### src/rtl/bcd_pkg.sv
// Shared types and constants for the packed-BCD serial arithmetic blocks.
package bcd_pkg;
  localparam int BCD_W    = 4;
  localparam int BCD_MAX  = 9;
  localparam int BCD_CORR = 6;

  typedef logic [BCD_W-1:0] bcd_digit_t;

  typedef enum logic [1:0] {
    IDLE,
    CALC,
    DONE
  } state_t;
endpackage

### src/rtl/bcd_digit_add.sv
// Combinational single-digit BCD adder with decimal correction; subtraction adds the nines complement.
// Optional BCD_DIGIT_CHECK_EN adds an invalid-digit flag output.
module bcd_digit_add
  import bcd_pkg::*;
(
  input  bcd_digit_t a,
  input  bcd_digit_t b,
  input  logic       cin,
  input  logic       sub,
  output bcd_digit_t digit,
  output logic       cout
`ifdef BCD_DIGIT_CHECK_EN
  ,
  output logic       invalid
`endif
);

  localparam logic [BCD_W:0] MAX_WIDE = (BCD_W+1)'(BCD_MAX);

  bcd_digit_t     b_adj;
  logic [BCD_W:0] s;

  // NOTE: every always_comb output is assigned on every path, so no latch is inferred.
  always_comb begin
    b_adj = sub ? (bcd_digit_t'(BCD_MAX) - b) : b;
    s     = {1'b0, a} + {1'b0, b_adj} + {{BCD_W{1'b0}}, cin};
    cout  = (s > MAX_WIDE);
    // Adding 6 modulo 16 skips the six unused codes and yields the decimal digit.
    digit = cout ? (s[BCD_W-1:0] + bcd_digit_t'(BCD_CORR)) : s[BCD_W-1:0];
  end

`ifdef BCD_DIGIT_CHECK_EN
  assign invalid = (a > bcd_digit_t'(BCD_MAX)) || (b > bcd_digit_t'(BCD_MAX));
`endif

endmodule

### src/rtl/bcd_serial_adder.sv
// Multi-digit packed-BCD adder/subtractor, one digit per clock, LSD first, valid/ready on both sides.
// Optional BCD_DIGIT_CHECK_EN adds a sticky err output flagging any operand digit above 9.
module bcd_serial_adder
  import bcd_pkg::*;
#(
  parameter int DIGITS = 4
) (
  input  logic                  clk,
  input  logic                  rst_n,
  input  logic                  in_valid,
  output logic                  in_ready,
  input  logic [BCD_W*DIGITS-1:0] a,
  input  logic [BCD_W*DIGITS-1:0] b,
  input  logic                  sub,
  input  logic                  cin,
  output logic                  out_valid,
  input  logic                  out_ready,
  output logic [BCD_W*DIGITS-1:0] sum,
`ifdef BCD_DIGIT_CHECK_EN
  output logic                  err,
`endif
  output logic                  cout
);

  localparam int W     = BCD_W * DIGITS;
  localparam int CNT_W = (DIGITS > 1) ? $clog2(DIGITS) : 1;
  localparam logic [CNT_W-1:0] LAST = CNT_W'(DIGITS - 1);

  state_t           state, state_next;
  logic [CNT_W-1:0] cnt;
  logic [W-1:0]     a_q, b_q;
  logic             sub_q, carry_q;
  bcd_digit_t       a_dig, b_dig, dig_sum;
  logic             dig_cout;
  logic             accept, deliver, last_dig;
`ifdef BCD_DIGIT_CHECK_EN
  logic             dig_invalid;
`endif

  assign accept   = in_valid && in_ready;
  assign deliver  = out_valid && out_ready;
  assign last_dig = (state == CALC) && (cnt == LAST);

  // NOTE: sequential state uses non-blocking assignments so every register samples pre-edge values.
  always_ff @(posedge clk or negedge rst_n) begin
    if (!rst_n) state <= IDLE;
    else        state <= state_next;
  end

  always_comb begin
    state_next = state;
    unique case (state)
      IDLE: if (accept)   state_next = CALC;
      CALC: if (last_dig) state_next = DONE;
      DONE: if (deliver)  state_next = IDLE;
      default:            state_next = IDLE;
    endcase
  end

  always_comb begin
    in_ready  = (state == IDLE);
    out_valid = (state == DONE);
  end

  always_comb begin
    a_dig = '0;
    b_dig = '0;
    for (int i = 0; i < DIGITS; i++) begin
      if (cnt == CNT_W'(i)) begin
        a_dig = a_q[i*BCD_W +: BCD_W];
        b_dig = b_q[i*BCD_W +: BCD_W];
      end
    end
  end

  bcd_digit_add u_digit (
    .a     (a_dig),
    .b     (b_dig),
    .cin   (carry_q),
    .sub   (sub_q),
    .digit (dig_sum),
    .cout  (dig_cout)
`ifdef BCD_DIGIT_CHECK_EN
    ,
    .invalid (dig_invalid)
`endif
  );

  // Operand and result registers are reset so an aborted operation leaves nothing behind.
  always_ff @(posedge clk or negedge rst_n) begin
    if (!rst_n) begin
      a_q     <= '0;
      b_q     <= '0;
      sub_q   <= 1'b0;
      carry_q <= 1'b0;
      cnt     <= '0;
      sum     <= '0;
      cout    <= 1'b0;
`ifdef BCD_DIGIT_CHECK_EN
      err     <= 1'b0;
`endif
    end else if (accept) begin
      a_q     <= a;
      b_q     <= b;
      sub_q   <= sub;
      // Subtraction is A + nines-complement(B) + 1, i.e. the tens complement.
      carry_q <= sub ? 1'b1 : cin;
      cnt     <= '0;
`ifdef BCD_DIGIT_CHECK_EN
      err     <= 1'b0;
`endif
    end else if (state == CALC) begin
      for (int i = 0; i < DIGITS; i++) begin
        if (cnt == CNT_W'(i)) sum[i*BCD_W +: BCD_W] <= dig_sum;
      end
      carry_q <= dig_cout;
      cnt     <= cnt + 1'b1;
      if (last_dig) cout <= dig_cout;
`ifdef BCD_DIGIT_CHECK_EN
      err     <= err | dig_invalid;
`endif
    end
  end

endmodule

### config.mk
export PLATFORM = sky130hd
export DESIGN_NAME = bcd_serial_adder
export DESIGN_NICKNAME = d
export VERILOG_FILES = /design/src/rtl/bcd_pkg.sv /design/src/rtl/bcd_digit_add.sv /design/src/rtl/bcd_serial_adder.sv
export SDC_FILE = /design/constraint.sdc
export NUM_CORES = 1
export LEC_CHECK = 0
export CORE_MARGIN = 2
export CORE_UTILIZATION = 56
export DETAILED_ROUTE_END_ITERATION = 16
export GPL_ROUTABILITY_DRIVEN = 1
export PLACE_DENSITY_LB_ADDON = 0.15
export SYNTH_ARGS = -nofsm -noshare
export SYNTH_HDL_FRONTEND = slang
export SYNTH_SLANG_ARGS = --single-unit
### constraint.sdc
create_clock -name clk -period 8.7 [get_ports clk]
set_clock_uncertainty 0.1 [all_clocks]
set_input_delay 0.87 -clock clk [delete_from_list [all_inputs] [get_ports clk]]
set_output_delay 0.87 -clock clk [all_outputs]
set_load 0.01 [all_outputs]
==> run_results.csv <==
group,metric,value,unit
run_status,status,"completed",
drt,routedWlPerCell,17.42,µm
cells_and_area,final_cell_mix,"55 x dfrtp_1, 55 x clkdlybuf4s50_1, 37 x mux2_2",
global_routing,grt_pass1_vias,2276,
clocking,root_buffer,"clkbuf_8",
sta,period_needed,4552,ps
clocking,holdBufCountCts,0,
global_routing,grt_pass1_wl,11190,µm
synthesis,yosysWarnings,0,
clocking,cts_setup_buffers,0,
min_path,hold_path_startpoint,"sum[3]",
floorplan,ios,57,
critical_path,criticalPathCategory,"reg2reg",
synthesis,ys_seq_area_share,47.23,%
placed_design,dpl_cell_area,3502,µm²
floorplan,die_area,5797,µm²
global_routing,antenna_found_initial,0,
synthesis,synth.avg_cell_area,11.12,µm²
clocking,clk_path_buf_depth,2,
cells_and_area,final_nets,363,
critical_path,crit_path_start_kind,"flip-flop",
placed_design,port_buffers,56,
min_path,hold_path_class,"reg2reg",
placed_design,gp_congestion,0.8485,
synthesis,synth.top_cell.area_share,47.23,%
critical_path,endpoint_kind,"flip-flop",
synthesis,synth_cell_types,42,
synthesis,synth_top_area_cell,"dfrtp_1",
drt,first_iter_violations,310,
synthesis,synth-seq-cells,55,
floorplan,fp.dieH,76.14,µm
clocking,clkTransAtPathRegs,100,ps
sta,fin_tns_setup,0,ps
sta,holdWs,386.3,ps
drt,drc_errors,0,
critical_path,startpoint,"cnt[1]",
clocking,cts_tree,"built",
clocking,clk_latency,310,ps
placed_design,dp_hpwl,4889,µm
cells_and_area,syn2layout_area_growth,23.57,%
clocking,cts_resized,0,
synthesis,syn_inst,262,
floorplan,row_count,26,
clocking,cts_buffers,5,
sta,max-slew-margin-rel,52.93,%
global_routing,grt_use_total,23.91,%
drt,firstDrtPassIters,5,
critical_path,regToRegStartpoint,"cnt[1]",
clocking,clkSinkCount,55,
drt,wl,6691,µm
sta,rsz0062_at_grt,"no",
cells_and_area,antenna_cells,0,
drt,via_per_inst,6.070,
flow_run,maxCapViolations,0,
synthesis,synth_nets,312,
drt,vias,2331,
drt,ant_nets,0,
sta,finalCritPeriodShare,52.32,%
sta,worst_pin_slew,706.0,ps
global_routing,grt_overflow,0,
sta,slew_violations,0,
critical_path,crit_path_max_fanout,12,
sta,clock.fmax,0.2197,GHz
floorplan,start_util,57.42,%
clocking,htree_levels,2,
synthesis,syn_area,2914,µm²
floorplan,coreArea,5075,µm²
cells_and_area,fillCellCount,383,
cells_and_area,drive_above_1_share,17.20,%
global_routing,grt_max_degree,56,
critical_path,reg2reg_setup_slack,4150,ps
sta,hold_viol,0,
synthesis,synthTopCellsByArea,"dfrtp_1 47%, mux2_2 14%, ha_1 4.3%",
cells_and_area,final_area,3601,µm²
sta,setup_viol,0,
critical_path,required,8830,ps
critical_path,cp.arrival,4680,ps
floorplan,die_x,76.14,µm
final cells by class:
class                   instances  area, µm²  share of cell area [%]
multi-input cells             186       1441                   40.03
flip-flops and latches         55       1376                   38.22
repair buffers                 58      570.5                   15.84
well taps                      70      87.58                   2.432
clock buffers                   6      82.58                   2.293
inverters                       7      26.28                  0.7297
clock inverters                 2      16.27                  0.4517
worst max-delay path, stage by stage (launching register included):
cell and delay, ps:
dfrtp_1 410, inv_1 80, ha_1 330, nor2b_1 440, a221oi_1 150, o31ai_1 280, xor2_1 130, fa_1 460
fa_1 630, inv_1 150, ha_1 230, a21boi_0 170, a21o_1 260, or4_4 460, a31oi_1 180
synth_stat cells (all sizes together):
cell and instances:
o31a 1, xnor2 2, a31oi 5, nand2 15, dfrtp 55, and2 1
nor2 16, a41o 1, a21boi 1, mux2 37, nor3 4, inv 7
ha 10, a31o 1, o22ai 1, nand3b 5, a221oi 7, o31ai 10
fa 2, a222oi 4, a21o 5, mux2i 2, a2111o 1, o21ai 8
buf 7, a21oi 16, and3 1, or4 1, nor2b 10, a2111oi 4
clkbuf 7, nand4 5, xor2 1, a22o 1, nand3 8
state kept, by name (all words and copies together), names as in the netlist:
name	count
sub_q	1
b_q	16
sum	16
state	2
cout	1
a_q	16
carry_q	1
cnt	2
layer usage:
layer	part of all wire, %	GRT usage [%]	up-vias
met4	2.3	7.273	0
met3	6.3	5.213	20
li1	-	-	1079
met1	43	32.39	1126
met5	0	0	-
met2	48	38.93	106
cell families after synthesis:
family / share of synthesized area [%]
AO/OA/AOI/OAI: 15.97
buffers and inverters: 3.306
AND/OR/NAND/NOR: 11.68
flip-flops: 47.23
XOR/XNOR: 1.160
adder cells (fa/ha/maj): 5.668
multiplexers: 14.99
through the flow:
| step | cells | utilization (%) | worst slack, ps |
|---|---|---|---|
| 6_report | 384 | 70.96 | 4148 |
| 4_1_cts | 384 | 70.96 | 4201 |
| 3_5_place_dp | 376 | 69.01 | 4253 |
| 3_3_place_gp | 376 | 69.01 | 4419 |
| 2_1_floorplan | 262 | - | 4792 |
| 5_1_grt | 384 | 70.96 | 3834 |
final timing paths:
path | end | cells past startpoint
max in group asynchronous | a_q[13] | 2
hold / removal | sum[3] | 2
setup / recovery | sum[2] | 14
min in group asynchronous | b_q[4] | 2
setup reg to reg | sum[2] | 14
hold reg to reg | sum[3] | 2
Power is left out: the tool's default activity adds up to more than one toggle a clock period on the data nets, which glitch-free logic cannot reach.
